`config.mk`:
```
export PLATFORM = sky130hd
export DESIGN_NAME = i_stream_buffer_flat
export DESIGN_NICKNAME = d
export VERILOG_FILES = /design/src/rtl/i_stream_buffer_if.sv /design/src/rtl/i_stream_buffer.sv /design/src/flat_wrapper.sv
export SDC_FILE = /design/constraint.sdc
export NUM_CORES = 1
export LEC_CHECK = 0
export BUFFER_PORTS_ARGS = -buffer_cell sky130_fd_sc_hd__buf_2
export CELL_PAD_IN_SITES_DETAIL_PLACEMENT = 1
export CELL_PAD_IN_SITES_GLOBAL_PLACEMENT = 1
export CORE_MARGIN = 1.5
export CORE_UTILIZATION = 35
export CTS_CLUSTER_SIZE = 24
export DETAILED_ROUTE_END_ITERATION = 7
export PLACE_DENSITY_LB_ADDON = 0.1
export SLEW_MARGIN = 20
export SYNTH_ARGS = -nofsm -noshare
export SYNTH_HDL_FRONTEND = slang
export SYNTH_SLANG_ARGS = --single-unit
```
`constraint.sdc`:
```
create_clock -name clk -period 6.55 [get_ports clk]
set_input_delay 0.3275 -clock clk [delete_from_list [all_inputs] [get_ports clk]]
set_output_delay 0.3275 -clock clk [all_outputs]
set_load 0.03 [all_outputs]
```
`src/rtl/i_stream_buffer_if.sv`:
```
// ============================================================================
// Module      : axi_read_address / axi_read_data
// Description : AXI-style read address and read data channel bundles used
//               by the instruction stream buffer to fetch cache lines.
// Revision    : 1.0 - initial release
// ============================================================================
`default_nettype none

`ifndef ADDR_WIDTH
`define ADDR_WIDTH 26
`endif
`ifndef DATA_WIDTH
`define DATA_WIDTH 32
`endif

interface axi_read_address #(
  parameter int ADDR_W = `ADDR_WIDTH
);
  logic [ADDR_W-1:0] araddr;
  logic [7:0]        arlen;
  logic              arvalid;
  logic              arready;
  logic [3:0]        arid;

  modport master (output araddr, arlen, arvalid, arid, input arready);
  modport slave  (input araddr, arlen, arvalid, arid, output arready);
endinterface

interface axi_read_data #(
  parameter int DATA_W = `DATA_WIDTH
);
  logic [DATA_W-1:0] rdata;
  logic              rvalid;
  logic              rready;

  modport master (input rdata, rvalid, output rready);
  modport slave  (output rdata, rvalid, input rready);
endinterface

`default_nettype wire

```
`src/rtl/i_stream_buffer.sv`:
```
// ============================================================================
// Module      : i_stream_buffer
// Description : Sequential-line instruction prefetch buffer. After an I-cache
//               miss it prefetches the following lines into a circular FIFO
//               and offers the head line to the cache on a lookup match.
// Revision    : 1.0 - initial release
// ============================================================================
`default_nettype none

module i_stream_buffer #(
  parameter int SB_DEPTH           = 4,
  parameter int BLOCK_OFFSET_WIDTH = 2,
  localparam int LINE_SIZE         = 1 << BLOCK_OFFSET_WIDTH,
  localparam int LINE_ADDR_W       = `ADDR_WIDTH - BLOCK_OFFSET_WIDTH - 2
) (
  input  logic                              clk,
  input  logic                              rst,
  input  logic                              miss_valid,
  input  logic [LINE_ADDR_W-1:0]            miss_line,
  input  logic [LINE_ADDR_W-1:0]            lookup_line,
  input  logic [BLOCK_OFFSET_WIDTH-1:0]     lookup_offset,
  output logic                              sb_hit,
  output logic [`DATA_WIDTH-1:0]            sb_word,
  output logic [LINE_SIZE*`DATA_WIDTH-1:0]  sb_line,
  input  logic                              pop,
  axi_read_address.master                   mem_read_address,
  axi_read_data.master                      mem_read_data
);

  localparam int c_DATA_W = `DATA_WIDTH;
  localparam int c_PTR_W  = $clog2(SB_DEPTH);
  localparam logic [c_PTR_W:0]              c_FULL      = (c_PTR_W+1)'(SB_DEPTH);
  localparam logic [BLOCK_OFFSET_WIDTH-1:0] c_LAST_BEAT = {BLOCK_OFFSET_WIDTH{1'b1}};

  localparam logic [1:0] c_IDLE  = 2'd0;
  localparam logic [1:0] c_REQ   = 2'd1;
  localparam logic [1:0] c_DATA  = 2'd2;
  localparam logic [1:0] c_DRAIN = 2'd3;

  logic [1:0]                    r_state;
  logic [c_PTR_W-1:0]            r_head;
  logic [c_PTR_W-1:0]            r_tail;
  logic [c_PTR_W:0]              r_count;
  logic [LINE_ADDR_W-1:0]        r_next_pf;
  logic                          r_active;
  logic                          r_req_flushed;
  logic [BLOCK_OFFSET_WIDTH-1:0] r_beat;

  logic [LINE_ADDR_W-1:0]        r_line     [SB_DEPTH];
  logic                          r_complete [SB_DEPTH];
  logic [c_DATA_W-1:0]           r_data     [SB_DEPTH][LINE_SIZE];

  logic w_flush;
  logic w_pop;
  logic w_beat;
  logic w_last;
  logic w_start;
  logic w_commit;
  logic w_write;

  // Head-entry match and the control events that drive the state updates.
  always_comb begin
    sb_hit   = (r_count != '0) && r_complete[r_head] && (r_line[r_head] == lookup_line);
    // A miss on the very line the buffer is already presenting needs no action.
    w_flush  = miss_valid && !(sb_hit && (lookup_line == miss_line));
    w_pop    = pop && sb_hit && !w_flush;
    w_beat   = mem_read_data.rvalid;
    w_last   = w_beat && (r_beat == c_LAST_BEAT);
    // A pop in the same cycle frees a slot, so a full buffer may still start.
    w_start  = (r_state == c_IDLE) && r_active && !w_flush &&
               ((r_count != c_FULL) || w_pop);
    // A flush that lands on the final beat discards the line being filled.
    w_commit = (r_state == c_DATA) && w_last && !w_flush;
    w_write  = (r_state == c_DATA) && w_beat;
  end

  assign sb_word = r_data[r_head][lookup_offset];

  generate
    for (genvar g = 0; g < LINE_SIZE; g++) begin : g_line
      assign sb_line[g*c_DATA_W +: c_DATA_W] = r_data[r_head][g];
    end
  endgenerate

  assign mem_read_address.arvalid = (r_state == c_REQ);
  // The address comes from the allocated tail entry so a flush cannot change it mid-request.
  assign mem_read_address.araddr  = {r_line[r_tail], {(BLOCK_OFFSET_WIDTH+2){1'b0}}};
  assign mem_read_address.arlen   = 8'(LINE_SIZE);
  assign mem_read_address.arid    = 4'd1;
  assign mem_read_data.rready     = 1'b1;

  // Prefetch FSM, beat counter, FIFO pointers and the prefetch line address.
  always_ff @(posedge clk) begin
    if (rst) begin
      r_state       <= c_IDLE;
      r_head        <= '0;
      r_tail        <= '0;
      r_count       <= '0;
      r_next_pf     <= '0;
      r_active      <= 1'b0;
      r_req_flushed <= 1'b0;
      r_beat        <= '0;
    end else begin
      case (r_state)
        c_IDLE: begin
          if (w_start) r_state <= c_REQ;
        end
        c_REQ: begin
          if (mem_read_address.arready) begin
            r_beat        <= '0;
            r_req_flushed <= 1'b0;
            r_state       <= (r_req_flushed || w_flush) ? c_DRAIN : c_DATA;
          end else if (w_flush) begin
            r_req_flushed <= 1'b1;
          end
        end
        c_DATA: begin
          if (w_beat) r_beat <= r_beat + 1'b1;
          if (w_last)       r_state <= c_IDLE;
          else if (w_flush) r_state <= c_DRAIN;
        end
        default: begin
          if (w_beat) r_beat <= r_beat + 1'b1;
          if (w_last) r_state <= c_IDLE;
        end
      endcase

      if (w_flush) begin
        r_count   <= '0;
        r_head    <= r_tail;
        r_next_pf <= miss_line + 1'b1;
        r_active  <= 1'b1;
      end else begin
        if (w_pop) r_head <= r_head + 1'b1;
        if (w_commit) begin
          r_tail    <= r_tail + 1'b1;
          r_next_pf <= r_next_pf + 1'b1;
        end
        case ({w_commit, w_pop})
          2'b10:   r_count <= r_count + 1'b1;
          2'b01:   r_count <= r_count - 1'b1;
          default: r_count <= r_count;
        endcase
      end
    end
  end

  // Entry tags and completion flags: allocated on request start, set on the final beat.
  always_ff @(posedge clk) begin
    if (rst) begin
      for (int i = 0; i < SB_DEPTH; i++) r_complete[i] <= 1'b0;
    end else begin
      if (w_start) begin
        r_line[r_tail]     <= r_next_pf;
        r_complete[r_tail] <= 1'b0;
      end
      if (w_commit) r_complete[r_tail] <= 1'b1;
    end
  end

  // Line data capture into the tail entry while it is being filled.
  always_ff @(posedge clk) begin
    if (w_write && !rst) r_data[r_tail][r_beat] <= mem_read_data.rdata;
  end

endmodule

`default_nettype wire

```
`src/flat_wrapper.sv`:
```
// flat-port wrapper written by rule: the top's interface ports become plain ports
module i_stream_buffer_flat 
#(
  parameter int SB_DEPTH           = 4,
  parameter int BLOCK_OFFSET_WIDTH = 2,
  localparam int LINE_SIZE         = 1 << BLOCK_OFFSET_WIDTH,
  localparam int LINE_ADDR_W       = `ADDR_WIDTH - BLOCK_OFFSET_WIDTH - 2
)
  (clk, rst, miss_valid, miss_line, lookup_line, lookup_offset, sb_hit, sb_word, sb_line, pop, mem_read_address_araddr, mem_read_address_arlen, mem_read_address_arvalid, mem_read_address_arid, mem_read_address_arready, mem_read_data_rdata, mem_read_data_rvalid, mem_read_data_rready);
  axi_read_address mem_read_address_i ();
  axi_read_data mem_read_data_i ();
  input  logic clk;
  input  logic rst;
  input  logic miss_valid;
  input  logic [LINE_ADDR_W-1:0] miss_line;
  input  logic [LINE_ADDR_W-1:0] lookup_line;
  input  logic [BLOCK_OFFSET_WIDTH-1:0] lookup_offset;
  output logic sb_hit;
  output logic [`DATA_WIDTH-1:0] sb_word;
  output logic [LINE_SIZE*`DATA_WIDTH-1:0] sb_line;
  input  logic pop;
  output wire logic [$bits(mem_read_address_i.araddr)-1:0] mem_read_address_araddr;
  output wire logic [$bits(mem_read_address_i.arlen)-1:0] mem_read_address_arlen;
  output wire logic [$bits(mem_read_address_i.arvalid)-1:0] mem_read_address_arvalid;
  output wire logic [$bits(mem_read_address_i.arid)-1:0] mem_read_address_arid;
  input wire logic [$bits(mem_read_address_i.arready)-1:0] mem_read_address_arready;
  input wire logic [$bits(mem_read_data_i.rdata)-1:0] mem_read_data_rdata;
  input wire logic [$bits(mem_read_data_i.rvalid)-1:0] mem_read_data_rvalid;
  output wire logic [$bits(mem_read_data_i.rready)-1:0] mem_read_data_rready;
  assign mem_read_address_araddr = mem_read_address_i.araddr;
  assign mem_read_address_arlen = mem_read_address_i.arlen;
  assign mem_read_address_arvalid = mem_read_address_i.arvalid;
  assign mem_read_address_arid = mem_read_address_i.arid;
  assign mem_read_address_i.arready = mem_read_address_arready;
  assign mem_read_data_i.rdata = mem_read_data_rdata;
  assign mem_read_data_i.rvalid = mem_read_data_rvalid;
  assign mem_read_data_rready = mem_read_data_i.rready;
  i_stream_buffer #(.SB_DEPTH(SB_DEPTH), .BLOCK_OFFSET_WIDTH(BLOCK_OFFSET_WIDTH)) u_core (.clk(clk), .rst(rst), .miss_valid(miss_valid), .miss_line(miss_line), .lookup_line(lookup_line), .lookup_offset(lookup_offset), .sb_hit(sb_hit), .sb_word(sb_word), .sb_line(sb_line), .pop(pop), .mem_read_address(mem_read_address_i), .mem_read_data(mem_read_data_i));
endmodule
```
After elaboration in Yosys (flattened, before gate mapping) --
Memories as Yosys holds them, arrays and structs flattened. A register that Yosys moved wholly into a read port is not among the register bits. Cells that the tools add are included.
Storage, ports and cells: logic and storage cells 115, bits in registers 35, input bits 84, RAM bits 604, memories kept 3
Memory list:
- u_core.r_data | depth 4, width 128, read ports 1, clocked after memory_dff 1, write ports 1, RTL line i_stream_buffer.sv:51 | logic [c_DATA_W-1:0] r_data [SB_DEPTH][LINE_SIZE];
- u_core.r_line | depth 4, width 22, read ports 2, clocked after memory_dff 2, write ports 1, RTL line i_stream_buffer.sv:49 | logic [LINE_ADDR_W-1:0] r_line [SB_DEPTH];
- u_core.r_complete | depth 4, width 1, read ports 1, clocked after memory_dff 1, write ports 4, RTL line i_stream_buffer.sv:50 | logic r_complete [SB_DEPTH];
Operators by class: multiplexer cells 44, reduce and logical (&&, ||, !) cells 34, bitwise logic cells 5, equal/unequal tests 11, add/subtract/negate cells 7, order comparisons 3
Operator list (number):
- 128-bit 2-to-1 mux | 1
- 32-bit 2-to-1 mux | 3
- 32-bit binary-select mux with 2-bit select | 1
- 32-bit demux with 2-bit select | 1
- 22-bit by 1-bit adder with 22-bit output (second input constant) | 2
- 22-bit equality test | 2
- 22-bit 2-to-1 mux | 2
- 2-bit 2-to-1 mux | 18
- 1-bit logical AND | 15
- 1-bit 2-to-1 mux | 15
- 2-bit nonzero test | 5
- 2-bit by 1-bit adder with 2-bit output (second input constant) | 3
- 2-bit equality test (second input constant) | 3
- 3-bit greater-or-equal comparator (second input constant) | 2
- 2-bit inverter with 3-bit output | 2
- 2-bit one-hot mux with 3 select lines | 1
- 3-bit one-hot mux with 2 select lines | 1
- 2-bit by 1-bit equality test with 1-bit output (second input constant) | 2
- 2-bit by 1-bit inequality test with 1-bit output (second input constant) | 2
- 2-bit one-hot mux with 2 select lines | 1
- 2-bit AND reduction | 2
- 4-bit AND reduction | 1
- 4-bit nonzero test | 1
- 3-bit by 1-bit adder with 3-bit output (second input constant) | 1
- other kinds (13) | 17

Longest topological paths before layout --
Gate-level depths: netlist (run 1).
depth in word-level cells 16, gate-level depth with buffers 23, gate-level depth less buffers 17

Least setup slack after synthesis (run 1) --
Ideal clock, no wire load.
path type reg2reg, start register (tool-made name), end register u_core.r_next_pf[16], data required time 6.464 ns, data arrival time 4.293 ns, cell stages (with the launch flop) 21, period minus slack after synthesis 4.379 ns, slack 2.171 ns, setup time 0.086 ns, path through dfxtp_1 > buf_6 > mux4_2 > xnor2_1 > nand2_1 > nand4b_1 > or4_4 > buf_6 > o31ai_1 > buf_2 > buf_2 > nand2_1 > nand2_1 > ha_1 > clkbuf_1 > nand2_1 > or2_2 > nor4_1 > nand3_1 > xor2_1 > a211oi_1
RTL lines:
- end signal: assignment | RTL line i_stream_buffer.sv:131 | r_next_pf <= miss_line + 1'b1;
- end signal: assignment | RTL line i_stream_buffer.sv:137 | r_next_pf <= r_next_pf + 1'b1;
- end: declaration | RTL line i_stream_buffer.sv:44 | logic [LINE_ADDR_W-1:0] r_next_pf;

==> summary.md, run 1 <==
| Metric | Value |
|---|---|
| Result of the run | completed |
| Number of distinct library cells after synthesis | 58 |
| Setup repair after global routing missed its margin | false |
| Critical Path Slowest Stage Cell | sky130_fd_sc_hd__dfxtp_4 |
| Crit path buf inv count | 0 |
| Setup violation total in the final timing report | 0 |
| Total CTS buffers | 72 |
| Maximum clock insertion buffer count | 3 |
| Top cell family by delay on the critical path | simple AND/OR/NAND/NOR gates |
| Post-synthesis mux area share | 17.4% |
| Category of the critical setup timing path | reg2reg |
| Vias per Instance | 5.24 |
| Root Driver | sky130_fd_sc_hd__clkbuf_16 |
| Worst Setup Slack post-DPL | 1.41 ns |
| Largest family of logic cells by synthesized area | multiplexers |
| Syn Inst Count | 1312 |
| Most used DFF post-synth | sky130_fd_sc_hd__edfxtp_1 |
| Skew-Pair Late Insertion Delay | 0.61 ns |
| Worst IR drop on VDD | 154 µV |
| Number of placed instances, taps included | 2513 |
| Final cell count without fillers | 2644 |
| Maximum number of pins on one net before global-route repair | 88 |
| Syn Area/Cell | 20.1 µm² |
| Adder and majority gate portion of the synthesized area | 0.551% |
| GR Util All Layers | 19.0% |
| Sequential share of power | 50.0% |
| Sinks on the clock net | 643 |
| Number of nets in the final layout | 1715 |
| Final hold violation count | 0 |
| Post-Route Hold Slack | 0.0637 ns |
| Final routed wire length divided by cell count | 27.5 µm |
| Count of antenna-violating nets left after detailed routing | 0 |
| Flip-flop and latch count after synthesis | 643 |
| H-tree level count | 3 |
| Core occupancy in the finished layout | 41.8% |
| Maximum frequency from static timing analysis | 0.199 GHz |
| Die Footprint | 0.0770 mm² |
| Cell type with the highest aggregate area in the netlist | sky130_fd_sc_hd__edfxtp_1 |
| Post-Synth XOR/XNOR Area | 2.69% |
| Relative contribution of the clock network to total power | 43.4% |
| First-pass GRT wire length | 106000 µm |
| Area fraction of the dominant cell type after synthesis | 68.8% |
| Area added between synthesis and finish | 18.1% |
| Net Switching | 2.04 mW |
| Starting Density | 35.4% |
| Post-CTS sizing | 0 |
| Clock-pin transition on the worst setup and hold timing paths | 0.06 ns |
| HPWL after DPL | 44600 µm |
| Share of the cycle needed by the critical path after routing | 76.7% |
| Static leakage | 10.1 nW |
| Proportion of register bits with asynchronous set or reset after synthesis | 0% |
| Y dimension of the die | 277 µm |
| Net switching fraction of the power | 22.4% |
| Crit path max fanout | 40 |
| Placeable Area | 0.0744 mm² |
| Final Critical Period | 5.03 ns |
| Number of core rows | 100 |
| Top cells by area, synth | sky130_fd_sc_hd__edfxtp_1 (69%), sky130_fd_sc_hd__mux4_2 (17%), sky130_fd_sc_hd__dfxtp_1 (3.0%) |
| Pre-Repair DR Iteration Count | 4 |
| Fill count | 7094 |
| Actual transition at the worst max-transition pin | 1.07 ns |
| Share of post-route cells with drive strength above 1 | 36.7% |
| Pwr/cell area | 292 mW/mm² |
| Gate power share | 6.6% |
| Final critical-path setup slack | 1.52 ns |
| Number of enable flip-flop cells after synthesis | 604 |
| Post-route setup TNS | 0 ns |
| Synth warnings | 0 |
| Endpoint kind of the worst setup timing path | flip-flop |
| Startpoint class of the critical path | flip-flop |
| Critical path required time | 7.07 ns |
| Horiz. Die Dim | 277 µm |
| Cells along the critical path | mux4_2 > xnor2_1 > nand2_1 > nand4b_1 > or4_4 > o31ai_4 > nand2_1 > nand2_1 > ha_1 > nand2_1 > or2_2 > nor4_1 > nand3_1 > xor2_1 > a211oi_1 |
| Total I/O pin count | 285 |
| Post-CTS setup buffer count | 0 |
| Maximum single-stage delay on the critical path | 0.74 ns |
| Min-delay worst type | in2reg |
| Internal power | 7.06 mW |
| Number of global-route vias before repair | 15058 |
| Relative slew margins | 28.8% |
| Post-Synthesis Cell Area | 0.0264 mm² |
| CTS tree | done |
| Library cell appearing most often on the critical path | sky130_fd_sc_hd__nand2_1 |
| Overall overflow remaining after global route | 0 |
| Overall via count from detail_route | 13862 |
| Simple logic cell fraction of the synthesized area | 3.68% |
| Max cap viols | 0 |
| Antenna violations before repair | 1 |
| # DRC | 0 |
| Post-route clock skew | 0.0227 ns |
| Final weighted congestion of routability-driven global placement | 0.770 |
| Slew Viols, Final | 0 |
| Overall routed net length | 72700 µm |
| Most instantiated library cell after synthesis | sky130_fd_sc_hd__edfxtp_1 |
| Compound-Gate Fraction of Synth Area | 1.95% |
| Violation count after the first detailed-route iteration | 919 |
| Number of input and output port buffers inserted | 267 |
| List of most frequent post-synthesis cells | sky130_fd_sc_hd__edfxtp_1 (604), sky130_fd_sc_hd__mux4_2 (195), sky130_fd_sc_hd__xnor2_1 (59) |
| Arrival time at the worst endpoint | 5.54 ns |
| Fraction of the yosys area taken by sequential cells | 71.8% |
## per-layer routing
layer	track usage (%)	share of wire (%)	routed length (µm)
met1	25.3	43	31300
met2	32.5	51	37200
met3	2.96	4.1	2990
met4	4.92	1.7	1210
met5	0	0	0
## cells by family (layout without fill, tap and decap cells)
group,after synthesis,count (layout)
AOI/OAI and AO/OA,74,74
xor gates and xnor gates,81,81
adders and majority gates,11,11
buffers and inverters,100,447
DFF,643,643
muxes,214,214
other,2,18
and+or+nand+nor,187,187
## registers in the layout, summed over array words and instances, names as in the netlist, named ones only
name,flops
u_core.r_active,1
u_core.r_beat,2
u_core.r_complete,4
u_core.r_count,3
u_core.r_data,512
u_core.r_head,2
u_core.r_line,88
u_core.r_next_pf,22
u_core.r_req_flushed,1
u_core.r_state,2
u_core.r_tail,2
## tightest hold or removal path, stage by stage
cell and delay [ns]:
sky130_fd_sc_hd__buf_2 0.13, sky130_fd_sc_hd__nand3_1 0.08, sky130_fd_sc_hd__a21oi_1 0.06
## worst paths after layout
check	cells after the start	end	start	slack, ns
hold reg to reg	2	u_core.r_req_flushed	u_core.r_req_flushed	0.47
hold / removal	3	u_core.r_beat[1]	mem_read_data_rvalid	0.06
setup / recovery	15	u_core.r_next_pf[16]	flip-flop	1.52
setup reg to reg	15	u_core.r_next_pf[16]	flip-flop	1.52
## through the flow
stage / power (mW) / cell area (µm²)
final: 9.10 / 31100
after floorplan: 5.02 / 26400
after global routing: 9.38 / 31100
after CTS: 9.21 / 31100
after global placement: 5.24 / 28800
after detailed placement: 5.25 / 28800
## cell usage in the layout (no fill, tap or decap), drive strengths merged, types with 25 or more instances in the layout
| cell | synthesis | layout |
|---|---|---|
| and3 | 25 | 25 |
| buf | 46 | 299 |
| clkbuf | 36 | 96 |
| dfxtp | 39 | 39 |
| edfxtp | 604 | 604 |
| mux4 | 195 | 195 |
| nand2 | 37 | 37 |
| nor2 | 39 | 39 |
| xnor2 | 59 | 59 |
## final cells by class
cell class | instances | area, µm² | share of cell area [%]
antenna | 1 | 2.50 | 0.00804
clock buffer | 96 | 1940 | 6.24
clock inverter | 32 | 354 | 1.14
inverter | 18 | 67.6 | 0.217
multi-input combinational | 584 | 7020 | 22.5
sequential | 643 | 18900 | 60.8
tap | 969 | 1210 | 3.89
timing repair buffer | 301 | 1610 | 5.18
## power groups by stage
| stage | combinational [mW] | sequential, mW | clock (mW) |
|---|---|---|---|
| 2_1_floorplan | 0.407 | 4.61 | 0 |
| 3_3_place_gp | 0.604 | 4.64 | 0 |
| 3_5_place_dp | 0.611 | 4.64 | 0 |
| 4_1_cts | 0.613 | 4.55 | 4.05 |
| 5_1_grt | 0.643 | 4.55 | 4.18 |
| 6_report | 0.601 | 4.55 | 3.95 |
## repair_timing
action	in CTS	in global routing
hold endpoints to repair	2	0
hold buffers	2	0
setup endpoints to repair	0	0
(Power assumes the default switching activity.)
==> run 2: changes to the inputs <==
Settings changed: ABC_AREA from default to 1.
Clock period 6.55 ns to 5 ns, I/O delays scaled along.
==> run 2 against run 1 <==
Against the previous run:
- count of clock-buffer cells in the layout is 4 lower
- largest cell class unchanged
- critical path depth fell by 8
- via count is 48% higher
- first-iteration DRC count rose by 64%
- highest routed layer unchanged
- clock power up 33%
- non-clock buffer count grew 29
- global-route usage is 3.5 points higher
==> summary.md, run 2 <==
| Metric | Value |
|---|---|
| Result of the run | completed |
| Worst Hold Endpoint | u_core.r_data[0][12] |
| Most instantiated library cell after synthesis | sky130_fd_sc_hd__edfxtp_1 |
| Number of enable flip-flop cells after synthesis | 604 |
| Grt peak-use layer | met2 |
| Area added between synthesis and finish | 17.6% |
| Static leakage | 11.9 nW |
| # DRC | 0 |
| R2R cell count | 17 |
| Max cap viols | 0 |
| Overall via count from detail_route | 20544 |
| Syn Area/Cell | 11.0 µm² |
| Maximum frequency from static timing analysis | 0.221 GHz |
| Endpoint kind of the worst setup timing path | primary output |
| Min-delay worst type | in2reg |
| Final routed wire length divided by cell count | 24.0 µm |
| Total power of the final layout | 11.7 mW |
| Synth warnings | 0 |
| H-tree level count | 3 |
| Relative contribution of the clock network to total power | 44.7% |
| Cell area reported after detailed placement | 0.0302 mm² |
| Compound-Gate Fraction of Synth Area | 11.8% |
| Area fraction of the dominant cell type after synthesis | 65.2% |
| Largest registers | u_core.r_data (512), u_core.r_line (88), u_core.r_next_pf (22) |
| Simple logic cell fraction of the synthesized area | 14.2% |
| Relative slew margins | 35.8% |
| Category of the critical setup timing path | reg2out |
| Post-CTS setup buffer count | 0 |
| Share of the cycle needed by the critical path after routing | 90.3% |
| GR Util All Layers | 22.6% |
| Post-synthesis mux area share | 0% |
| Most used DFF post-synth | sky130_fd_sc_hd__edfxtp_1 |
| Starting Density | 35.3% |
| GRT met1 Usage | 29.9% |
| WHS Path Cells | 1 |
| Gate power share | 4.6% |
| Largest reg by FF count | u_core.r_data |
| Post-route clock skew | 0.0257 ns |
| Maximum clock insertion buffer count | 3 |
| Y dimension of the die | 285 µm |
| First-pass GRT wire length | 137000 µm |
| Slew Viols, Final | 0 |
| Total I/O pin count | 285 |
| Adder and majority gate portion of the synthesized area | 0.522% |
| Antenna violations before repair | 3 |
| Cell type with the highest aggregate area in the netlist | sky130_fd_sc_hd__edfxtp_1 |
| Register-to-Register Setup Slack | 1.12 ns |
| Setup violation total in the final timing report | 0 |
| Critical path required time | 4.75 ns |
| Net switching fraction of the power | 22.3% |
| Internal power | 9.12 mW |
| Startpoint class of the critical path | flip-flop |
| Maximum number of pins on one net before global-route repair | 236 |
| Horiz. Die Dim | 285 µm |
| Number of global-route vias before repair | 21204 |
| GRT met3 Usage | 3.29% |
| Syn Inst Count | 2521 |
| Crit path max fanout | 92 |
| Overall routed net length | 93200 µm |
| Root Driver | sky130_fd_sc_hd__clkbuf_16 |
| Total CTS buffers | 73 |
| Sinks on the clock net | 643 |
| Origin of the worst min-delay path | mem_read_data_rdata[12] |
| Final weighted congestion of routability-driven global placement | 0.835 |
| Post-Synthesis Cell Area | 0.0278 mm² |
| Fill count | 8598 |
| Violation count after the first detailed-route iteration | 1507 |
| Max FFs per register | 512 |
| List of most frequent post-synthesis cells | sky130_fd_sc_hd__edfxtp_1 (604), sky130_fd_sc_hd__nor2_1 (451), sky130_fd_sc_hd__o21ai_0 (388) |
| Pre-Repair DR Iteration Count | 5 |
| Number of core rows | 103 |
| Clock-pin transition on the worst setup and hold timing paths | 0.06 ns |
| Arrival time at the worst endpoint | 4.27 ns |
| Final instance area | 0.0327 mm² |
| Placeable Area | 0.0789 mm² |
| CTS tree | done |
| Final Critical Period | 4.52 ns |
| HPWL after DPL | 59900 µm |
| Share of post-route cells with drive strength above 1 | 16.9% |
| Most frequent standard cell in the layout excluding fill and tap cells | sky130_fd_sc_hd__edfxtp_1 |
| Post-Synth XOR/XNOR Area | 0.756% |
| Core occupancy in the finished layout | 41.5% |
| Skew-Pair Late Insertion Delay | 0.62 ns |
| Die Footprint | 0.0811 mm² |
| Setup repair after global routing missed its margin | false |
| Number of distinct library cells after synthesis | 41 |
| Number of input and output port buffers inserted | 267 |
| Number of nets in the final layout | 2870 |
| Sequential share of power | 50.7% |
| Met2 demand-to-capacity share in global routing | 37.8% |
| Post-route setup TNS | 0 ns |
| Actual transition at the worst max-transition pin | 0.963 ns |
| Pwr/cell area | 359 mW/mm² |
| Capture instance of the worst register-to-register path | u_core.r_count[2] |
| Proportion of register bits with asynchronous set or reset after synthesis | 0% |
| Net Switching | 2.62 mW |
| Worst IR drop on VDD | 231 µV |
| Final hold violation count | 0 |
| Overall overflow remaining after global route | 0 |
| Top cells by area, synth | sky130_fd_sc_hd__edfxtp_1 (65%), sky130_fd_sc_hd__o21ai_0 (7.0%), sky130_fd_sc_hd__nor2_1 (6.1%) |
| Largest family of logic cells by synthesized area | simple AND/OR/NAND/NOR gates |
| Most frequent cells in the layout | sky130_fd_sc_hd__edfxtp_1 (604), sky130_fd_sc_hd__nor2_1 (431), sky130_fd_sc_hd__o21ai_0 (388) |
| Final antenna diode count | 0 |
| Fraction of the yosys area taken by sequential cells | 68.0% |
| Flip-flop and latch count after synthesis | 643 |
| Vias per Instance | 5.29 |
| Count of antenna-violating nets left after detailed routing | 0 |
| Post-CTS sizing | 0 |
==> run 2: cell count changes in the layout (fill, tap and decap cells not counted), sizes merged, moves of 101 or more <==
| cell | before | now |
|---|---|---|
| nand2 | 37 | 317 |
| o22ai | 4 | 182 |
| nor2 | 39 | 466 |
| o21ai | 12 | 393 |
| inv | 21 | 127 |
| nand3 | 22 | 123 |
| mux4 | 195 | 0 |
==> run 2: cell type report <==
class                      instances  area [µm²]  area share, %
multi-input combinational       1603        7780           23.8
sequential                       643       18900           57.9
tap                             1050        1310           4.02
inverter                         124         475           1.45
clock buffer                      92        1970           6.03
timing repair buffer             330        1890           5.77
clock inverter                    38         354           1.08
==> run 2: power by group through the flow <==
| stage | Combinational (mW) | Sequential [mW] | Clock [mW] |
|---|---|---|---|
| 2_1_floorplan | 0.309 | 6.05 | 0 |
| 3_3_place_gp | 0.526 | 6.06 | 0 |
| 3_5_place_dp | 0.537 | 6.07 | 0 |
| 4_1_cts | 0.548 | 5.95 | 5.36 |
| 5_1_grt | 0.596 | 5.95 | 5.53 |
| 6_report | 0.543 | 5.95 | 5.25 |
==> run 2: kinds of logic (layout without fill, tap and decap cells) <==
group,Yosys count,count (layout)
buf+inv,290,584
compound gates,605,605
xor+xnor,24,24
flops,643,643
simple gates,946,946
other cells,2,17
fa+ha+maj,11,11
==> run 2: through the flow <==
stage                     worst slack (ns)  cells  hold WS [ns]
after detailed placement              1.07   3736         0.474
after CTS                            0.450   3879      0.000711
after floorplan                       1.73   2536         0.349
final                                0.484   3880        0.0363
after global routing                 0.169   3880       0.00945
after global placement                1.21   3736         0.457
==> run 2: metal layers <==
metal  vias to the layer above  wire, µm
li1                       9454         -
met1                     10425     40700
met4                         0      3190
met5                         -         0
met2                       518     45100
met3                       147      4240
==> run 2: worst max-delay path by stage <==
stage               startpoint                  end  slack, ns
floorplan            flip-flop  u_core.r_line[0][0]       1.73
global placement     flip-flop           sb_word[1]       1.21
detailed placement   flip-flop    u_core.r_count[2]       1.07
CTS                  flip-flop           sb_word[1]       0.45
global route         flip-flop           sb_word[1]       0.17
finish               flip-flop           sb_word[1]       0.48
==> run 2: timing repair <==
item,CTS,global route
hold buffers,13,0
endpoints found under the hold margin,151,0
setup endpoints to repair,0,0
==> run 2: critical path, cell delays in order (launching register included) <==
cell and delay [ns]:
sky130_fd_sc_hd__dfxtp_4 0.55, sky130_fd_sc_hd__buf_4 0.73, sky130_fd_sc_hd__buf_4 0.88, sky130_fd_sc_hd__o21ai_0 0.21, sky130_fd_sc_hd__o22ai_1 0.23, sky130_fd_sc_hd__o21ai_0 0.27, sky130_fd_sc_hd__o22ai_1 0.44, sky130_fd_sc_hd__buf_2 0.28
